**src/rtl/mux4_scan_ctrl.sv**
```systemverilog
// Scan controller for a downstream 4x1 mux: walks the enabled channels in ascending order and captures one frame.
// Optional continuous rescanning is selected by the MUX4_SCAN_CONT_EN macro.
module mux4_scan_ctrl (
    input  logic       clk,
    input  logic       rst,
    input  logic       start,
    input  logic [3:0] mask,
    input  logic       y,
    output logic [1:0] s,
    output logic [3:0] frame,
    output logic       frame_valid,
    input  logic       frame_ready,
    output logic       busy
);

    typedef enum logic [1:0] {
        IDLE = 2'b00,
        SCAN = 2'b01,
        DONE = 2'b10
    } state_t;

    state_t     state_r;
    logic [1:0] idx_r;
    logic [3:0] mask_r;
    logic [1:0] s_r;
    logic [3:0] frame_r;
    logic       frame_valid_r;
    logic       busy_r;
    logic [3:0] higher_s;

    // Lowest set bit of a non-empty channel mask.
    function automatic logic [1:0] lowest_ch(input logic [3:0] m);
        logic [1:0] ch;
        if (m[0]) begin
            ch = 2'd0;
        end else if (m[1]) begin
            ch = 2'd1;
        end else if (m[2]) begin
            ch = 2'd2;
        end else begin
            ch = 2'd3;
        end
        return ch;
    endfunction

    // Enabled channels strictly above channel i.
    function automatic logic [3:0] above_mask(input logic [3:0] m, input logic [1:0] i);
        logic [3:0] sh;
        sh = 4'b1110 << i;
        return m & sh;
    endfunction

    assign higher_s = above_mask(mask_r, idx_r);

    // Scan FSM; every output is a register updated here.
    always_ff @(posedge clk) begin
        if (rst) begin
            state_r       <= IDLE;
            idx_r         <= 2'd0;
            mask_r        <= 4'b0000;
            s_r           <= 2'd0;
            frame_r       <= 4'b0000;
            frame_valid_r <= 1'b0;
            busy_r        <= 1'b0;
        end else begin
            case (state_r)
                IDLE: begin
                    if (start && (mask != 4'b0000)) begin
                        mask_r  <= mask;
                        frame_r <= 4'b0000;
                        idx_r   <= lowest_ch(mask);
                        s_r     <= lowest_ch(mask);
                        busy_r  <= 1'b1;
                        state_r <= SCAN;
                    end
                end
                SCAN: begin
                    frame_r[idx_r] <= y;
                    if (higher_s != 4'b0000) begin
                        idx_r <= lowest_ch(higher_s);
                        s_r   <= lowest_ch(higher_s);
                    end else begin
                        s_r           <= 2'd0;
                        frame_valid_r <= 1'b1;
                        state_r       <= DONE;
                    end
                end
                DONE: begin
                    if (frame_ready) begin
                        frame_valid_r <= 1'b0;
`ifdef MUX4_SCAN_CONT_EN
                        // Rescan with the mask latched by the original start.
                        frame_r <= 4'b0000;
                        idx_r   <= lowest_ch(mask_r);
                        s_r     <= lowest_ch(mask_r);
                        state_r <= SCAN;
`else
                        idx_r   <= 2'd0;
                        busy_r  <= 1'b0;
                        state_r <= IDLE;
`endif
                    end
                end
                default: begin
                    state_r       <= IDLE;
                    idx_r         <= 2'd0;
                    s_r           <= 2'd0;
                    frame_valid_r <= 1'b0;
                    busy_r        <= 1'b0;
                end
            endcase
        end
    end

    assign s           = s_r;
    assign frame       = frame_r;
    assign frame_valid = frame_valid_r;
    assign busy        = busy_r;

endmodule

```
**config.mk**
```make
export PLATFORM = sky130hd
export DESIGN_NAME = mux4_scan_ctrl
export DESIGN_NICKNAME = d
export VERILOG_FILES = /design/src/rtl/mux4_scan_ctrl.sv
export SDC_FILE = /design/constraint.sdc
export NUM_CORES = 1
export LEC_CHECK = 0
export CORE_AREA = 2 2 39 41
export CTS_CLUSTER_DIAMETER = 100
export DETAILED_ROUTE_END_ITERATION = 12
export DIE_AREA = 0 0 41 43
export DONT_BUFFER_PORTS = 1
export PLACE_DENSITY = 0.75
export SLEW_MARGIN = 20
export SYNTH_ARGS = -nofsm -noshare
export SYNTH_HDL_FRONTEND = slang
export SYNTH_SLANG_ARGS = --single-unit
```
**constraint.sdc**
```tcl
create_clock -name clk -period 4.6 [get_ports clk]
set_clock_uncertainty 0.2 [all_clocks]
set_input_delay 0.46 -clock clk [delete_from_list [all_inputs] [get_ports clk]]
set_output_delay 0.46 -clock clk [all_outputs]
set_load 0.1 [all_outputs]
```
# Word-level counts from Yosys, hierarchy flattened
# Cells that the tools add are included.
[op_classes]
addsub = 0
n_div = 0
order_cmp = 2
muxes = 25
n_reduce_logical = 13
n_bitwise = 4
n_mul = 0
shifts = 1
n_eq_ne = 6
[op_table]
columns = ["cell", "n"]
rows = [
  ["2-to-1 mux 2 bit", 10],
  ["case mux 2 bit (3 select lines)", 3],
  ["AND reduction 3 bit", 4],
  ["inequality test 2 bit (second input constant)", 4],
  ["case mux 4 bit (2 select lines)", 1],
  ["nonzero test 4 bit", 2],
  ["2-to-1 mux 1 bit", 6],
  ["case mux 1 bit (3 select lines)", 2],
  ["AND reduction 2 bit", 3],
  ["bitwise AND 4 bit", 1],
  ["bitwise mux 4 bit", 1],
  ["2-to-1 mux 4 bit", 1],
  ["<< shifter 4 x 2 -> 4 bit (first input constant)", 1],
  ["less-than comparator 2 x 3 -> 1 bit (second input constant)", 1],
  ["NOT 1 bit", 3],
  ["demux 1 bit (select 2 bit)", 1],
  ["equality test 2 x 1 -> 1 bit (second input constant)", 1],
  ["equality test 2 bit (second input constant)", 1],
  ["greater-or-equal comparator 2 x 1 -> 1 bit (second input constant)", 1],
  ["logical AND 1 bit", 2],
  ["zero test 2 bit", 1],
  ["nonzero test 2 bit", 1],
]
[word_totals]
wordCells = 58
rom_bits = 0
latch_bits = 0
out_inout_bits = 8
n_memories = 0
in_bits = 9
reg_bits = 16
ramBits = 0

# Longest topological paths before layout
# Gate-level depths: netlist of the first run.
[logic_depth]
depth_word = 7
ltp_mapped = 7
mapped_depth_nobuf = 4

# Least setup slack after synthesis of the first run
# OpenSTA, ideal clock, no wires.
[synth_timing]
path_kind = "input to register"
from = "input port mask[3]"
to = "register idx_r[0]"
setup_time_ns = 0.072
path_buffers = 2
required_time_ns = 4.328
cell_stages = 6
setup_slack_ns = 2.813
arrival_time_ns = 1.516
path_cell_list = "o41ai_2 > or3_1 > buf_6 > and3_4 > buf_6 > mux2i_1"
[synth_between]
elab_chain_len = 4
[synth_lines]
columns = ["element", "line_no", "rtl"]
rows = [
  ["start, declared", "7", "input logic [3:0] mask,"],
  ["nonzero test 4 bit", "68", "if (start && (mask != 4'b0000)) begin"],
  ["logical AND 1 bit", "68", ""],
  ["inequality test 2 bit (no line)", "-", ""],
  ["AND reduction 3 bit (no line)", "-", ""],
  ["end signal, assigned", "71", "idx_r <= lowest_ch(mask);"],
  ["end signal, assigned", "80", "idx_r <= lowest_ch(higher_s);"],
  ["end, declared", "23", "logic [1:0] idx_r;"],
]
# No other way between the ends.
# A chain may end at the register's enable or synchronous reset.

# Worst setup path in the final report of the first run
[layout_timing]
from = "register busy_r, in the netlist busy"
to = "output port busy"
[layout_lines]
columns = ["element", "line_no", "rtl"]
rows = [
  ["start, declared", "28", "logic busy_r;"],
  ["start signal, assigned", "64", "busy_r <= 1'b0;"],
  ["start signal, assigned", "73", "busy_r <= 1'b1;"],
  ["start signal, assigned", "99", "busy_r <= 1'b0;"],
  ["end, declared", "13", "output logic busy"],
]
# No word-level cell between the ends.

==> results of run 1 <==
==> layout make-up <==
class	instances	area, um2	share of cell area (%)
flip-flops and latches	15	300.3	40.82
multi-input cells	59	370.4	50.34
inverters	5	18.77	2.551
well taps	16	20.02	2.721
clock buffers	4	26.28	3.571
==> cell usage in the layout, fill, tap and decap left out, drive strengths merged <==
cell type,count
o21ai,2
nand4b,1
o211ai,1
mux2i,5
o21bai,2
and3,2
clkbuf,4
nor3,1
o22ai,2
or2,1
nand4,2
nor2,8
o311ai,1
o31a,1
nand3,4
nand3b,1
nor2b,2
or4,1
nand2,6
o41ai,1
o2111ai,1
dfxtp,15
nand2b,4
a2111oi,1
a21oi,8
inv,5
or3,1
==> how the worst min path moves through the flow <==
stage	start	to	slack, ns
floorplan	mask_r[1]	mask_r[1]	0.25
global placement	mask_r[1]	mask_r[1]	0.28
detailed placement	mask_r[3]	mask_r[3]	0.30
CTS	rst	busy	0.03
global route	rst	state_r[0]	0.03
finish	rst	frame_valid	0.03
==> logic make-up (layout without fill, tap and decap cells) <==
group           after synthesis  count (layout)  share of synthesized area [%]
simple gates                 34              34                          24.50
compound gates               20              20                          18.17
flops                        15              15                          40.00
mux                           5               5                          6.667
buf+inv                      12               9                          10.67
==> state kept, by name, indices dropped and copies added (netlist names) <==
| name | count |
|---|---|
| busy | 1 |
| frame | 4 |
| frame_valid | 1 |
| idx_r | 2 |
| mask_r | 3 |
| s | 2 |
| state_r | 2 |
==> power by group through the flow <==
stage | clock network (mW) | registers, mW | logic (mW)
finish | 0.0746 | 0.186 | 0.0407
global route | 0.0807 | 0.188 | 0.0466
CTS | 0.0755 | 0.186 | 0.0410
detailed placement | 0 | 0.189 | 0.0409
global placement | 0 | 0.189 | 0.0396
floorplan | 0 | 0.181 | 0.0521
==> stage by stage <==
step	power (mW)	setup WS, ns
after floorplan	0.2335	2.813
after global placement	0.2285	2.676
after detailed placement	0.2300	2.635
after CTS	0.3023	2.666
after global routing	0.3152	2.546
final	0.3013	2.671
==> metal layers <==
metal	GRT usage, %	share of wire, %	up-vias
li1	-	-	298
met2	28.75	49	19
met5	0	0	-
met4	10.00	1.9	0
met3	4.712	6.1	3
met1	25.99	43	261
==> impl_metrics.tcl, run 1 <==
set metrics [dict create \
    design_area_um2 735.7 \
    p_sw_share_pct 35.65 \
    async_reset_ff_share_pct 0 \
    worst_slew_pin_slew_ns 0.9864 \
    required_ns 3.94 \
    yosysUniqueCellTypes 32 \
    area_growth_pct -2.000 \
    grt_setup_unrepaired "no" \
    wirelength_um 1333 \
    synthFlopType "dfxtp_1" \
    synth_top_area_share_pct 40.00 \
    cp_num_cells 0 \
    syn-num-nets 95 \
    first_pass_iters 4 \
    crit_arrival_ns 1.27 \
    r2r_slack_ns 2.70 \
    coreArea_um2 1384 \
    fin_cells 99 \
    ys_warn_count 0 \
    dpl.hpwl_um 1014 \
    p_leak_nw 0.2723 \
    cts_tree "built" \
    slew_headroom_pct 34.15 \
    clk_latency_ns 0.28 \
    fin_util_pct 53.16 \
    synth_most_common_cell "dfxtp_1" \
    outcome "finished, final reports clean" \
    ys_seq_area_share_pct 40.00 \
    reg2reg_depth 4 \
    place_inst 95 \
    setup_viol 0 \
    grt_usage_pct 19.72 \
    postCtsSetupBuffers 0 \
    whs_ns 0.02845 \
    ir_drop_mv 0.2101 \
    clockRootBuffer "clkbuf_4" \
    cts_hold_buf 0 \
    ys_ff_latch 15 \
    p_clk_share_pct 24.8 \
    vias_per_cell 5.869 \
    cts_buffers 3 \
    switchingPower_mw 0.1074 \
    fill_cells 139 \
    start_util_pct 54.25 \
    drv_slew 0 \
    die_h_um 43 \
    hold_viol_final 0 \
    drcViolationCount 0 \
    synth_edf_count 0 \
    timing.rr.end "idx_r[0]" \
    syn-instance-count 86 \
    cts_buffer_depth 2 \
    rows 14 \
    die-area_um2 1763 \
    grt_max_degree 17 \
    synth.cell_area_um2 750.7 \
    n_antenna_cell 0 \
    ctsResizeCount 0 \
    htree_levels 1 \
    startpoint_type "flop" \
    drive_gt1_share_pct 8.434 \
    wl_per_cell_um 13.46 \
    syn_avg_cell_area_um2 8.729 \
    numPortBuffers 0 \
    fmax_mhz 518.5 \
    synth_top_cell_by_area "dfxtp_1" \
    seqPwrFrac_pct 61.7 \
    min_path_type "input pin to flop" \
    grt_pass1_vias 550 \
    globalplace.congestion 0.8397 \
    die_w_um 41 \
    antenna_found_initial 0 \
    grt_pass1_wl_um 2387 \
    critPathCaptureType "primary output" \
    maxCapViolCount 0 \
    combPwrFrac_pct 13.5 \
    clkTransAtPathRegs_ns 0.09 \
    fin_crit_sh_pct 41.93 \
    critPathKind "flop to primary output" \
    vias 581 \
    startpoint "busy" \
    synth_top_cells_by_area "dfxtp_1 (40%), mux2i_1 (6.7%), buf_6 (6.0%)" \
    antenna_left 0 \
    overflow 0 \
    min_path_cells 1 \
    finalCriticalPeriod_ns 1.929 \
    p_int_mw 0.1939 \
    fin_nets 93 \
    ios 17 \
    dpl_cell_area_um2 709.4 \
    cp_max_fo 3 \
    clock-sinks 15 \
    rr_startpoint "state_r[0]" \
    drt_iter0_drc 10 \
    synth_common_cells "dfxtp_1 (15), a21oi_1 (8), nor2_1 (8), nand2_1 (6)" \
    cp-endpoint "busy" \
    powerDensity_nw_per_um2 409.6 \
    fin_tns_setup_ns 0 \
]
No activity file was read; power rests on OpenSTA's default activity.
==> run 2, diff against run 1 <==
clock period = 2 ns   (was 4.6 ns; I/O delays follow)
==> run 2 against run 1 <==
Compared with the run above: highest routed layer unchanged; combinational power rose to 5.4 times the previous value; largest power group unchanged; die area did not move; worst setup slack got worse by 2.3 ns; clock power rose by 130%.
==> impl_metrics.tcl, run 2 (synthesis results as in run 1) <==
set metrics [dict create \
    setup_viol 0 \
    clkTransAtPathRegs_ns 0.09 \
    design_area_um2 879.6 \
    ir_drop_mv 0.5814 \
    slowest_stage "dlygate4sd3_1" \
    cts_buffer_depth 2 \
    ios 17 \
    setup_ws_ns 0.3521 \
    die-area_um2 1763 \
    cp_max_fo 16 \
    whs_endpoint "busy" \
    rows 14 \
    grt_max_degree 17 \
    layout_common_cells "dfxtp_1 (15), buf_4 (11), nor2_1 (8), a21oi_1 (8)" \
    die_h_um 43 \
    start_util_pct 54.25 \
    slew_headroom_pct 63.64 \
    area_growth_pct 17.17 \
    multi_input_area_um2 370.4 \
    first_pass_iters 4 \
    power_mw 0.7403 \
    fin_cells 116 \
    required_ns 2.02 \
    wl_per_cell_um 13.79 \
    dpl_cell_area_um2 792.0 \
    fin_crit_sh_pct 82.39 \
    critPathCaptureType "flop" \
    path_cells "dlygate4sd3_1, or4_1, o22ai_1" \
    min_path_cells 4 \
    hold_viol_final 0 \
    startpoint_type "input pin" \
    drt_iter0_drc 17 \
    fin_util_pct 63.56 \
    p_leak_nw 0.3580 \
    rr_startpoint "idx_r[1]" \
    numPortBuffers 0 \
    ff_latch_area_um2 300.3 \
    clock-sinks 15 \
    overflow 0 \
    powerDensity_nw_per_um2 841.6 \
    postCtsSetupBuffers 0 \
    whs_ns 0.01237 \
    antenna_left 0 \
    vias_per_cell 5.716 \
    final_common_cell "dfxtp_1" \
    cts_buffers 3 \
    maxCapViolCount 0 \
    worst_path_largest_cell_delay_ns 0.75 \
    min_path_type "input pin to flop" \
    finalCriticalPeriod_ns 1.648 \
    drv_slew 0 \
    fill_cells 117 \
    cts_hold_buf 6 \
    antenna_found_initial 0 \
    timing.rr.end "s[1]" \
    reg2reg_depth 4 \
    r2r_slack_ns 0.37 \
    wirelength_um 1600 \
    largest_reg_flops 4 \
    clockRootBuffer "clkbuf_4" \
    grt_setup_unrepaired "no" \
    worst_slew_pin_slew_ns 0.5436 \
    grt_usage_pct 22.90 \
    place_inst 106 \
    htree_levels 1 \
    drive_gt1_share_pct 19.00 \
    fin_tns_setup_ns 0 \
    outcome "finished, final reports clean" \
    ctsResizeCount 0 \
    grt_pass1_wl_um 2760 \
    n_antenna_cell 0 \
    drcViolationCount 0 \
    coreArea_um2 1384 \
    dp_slack_ns 0.4460 \
    dpl.hpwl_um 1092 \
    globalplace.congestion 0.8722 \
    grt_pass1_vias 660 \
    critPathKind "input pin to flop" \
    crit_arrival_ns 1.67 \
    min_from "start" \
    fin_nets 110 \
    clk_latency_ns 0.29 \
    vias 663 \
    fmax_mhz 606.8 \
    die_w_um 41 \
    cts_tree "built" \
]
==> run 2: cell count changes in the layout (fill, tap and decap cells not counted) <==
cell,delta
buf_4,+11
clkbuf_1,-1
clkinv_2,+1
dlygate4sd3_1,+6
==> run 2: worst max-delay path: cells and delay by family <==
kind | cells | cell delay [ns]
buffers and inverters | 1 | 0.75
and+or+nand+nor | 1 | 0.59
AOI/OAI and AO/OA | 1 | 0.13
==> run 2: how the worst max path moves through the flow <==
| stage | startpoint | endpoint | slack [ns] |
|---|---|---|---|
| 4_1_cts | rst | s[1] | 0.36 |
| 6_report | rst | s[1] | 0.35 |
| 2_1_floorplan | frame[2] | frame[2] | 0.35 |
| 3_3_place_gp | mask_r[3] | idx_r[1] | 0.45 |
| 5_1_grt | rst | s[1] | 0.27 |
| 3_5_place_dp | mask_r[3] | idx_r[0] | 0.45 |
==> run 2: cell type report <==
type	count	area share, %
Multi-Input combinational cell	59	42.11
Sequential cell	15	34.14
Timing Repair Buffer	17	16.22
Clock buffer	3	2.560
Tap cell	16	2.276
Inverter	5	2.134
Clock inverter	1	0.5690
==> run 2: metal layers <==
metal / global-route usage (%) / part of all wire [%] / up-vias
met5: 0 / 0 / -
met4: 10.00 / 2.9 / 0
met3: 4.712 / 5.4 / 7
met2: 35.31 / 48 / 26
met1: 29.47 / 44 / 298
li1: - / - / 332
==> run 2: power breakdown <==
part,switching [mW],internal (mW),total [mW]
clock,0.0998,0.0744,0.174
combinational,0.146,0.0747,0.221
sequential,0.0228,0.322,0.345
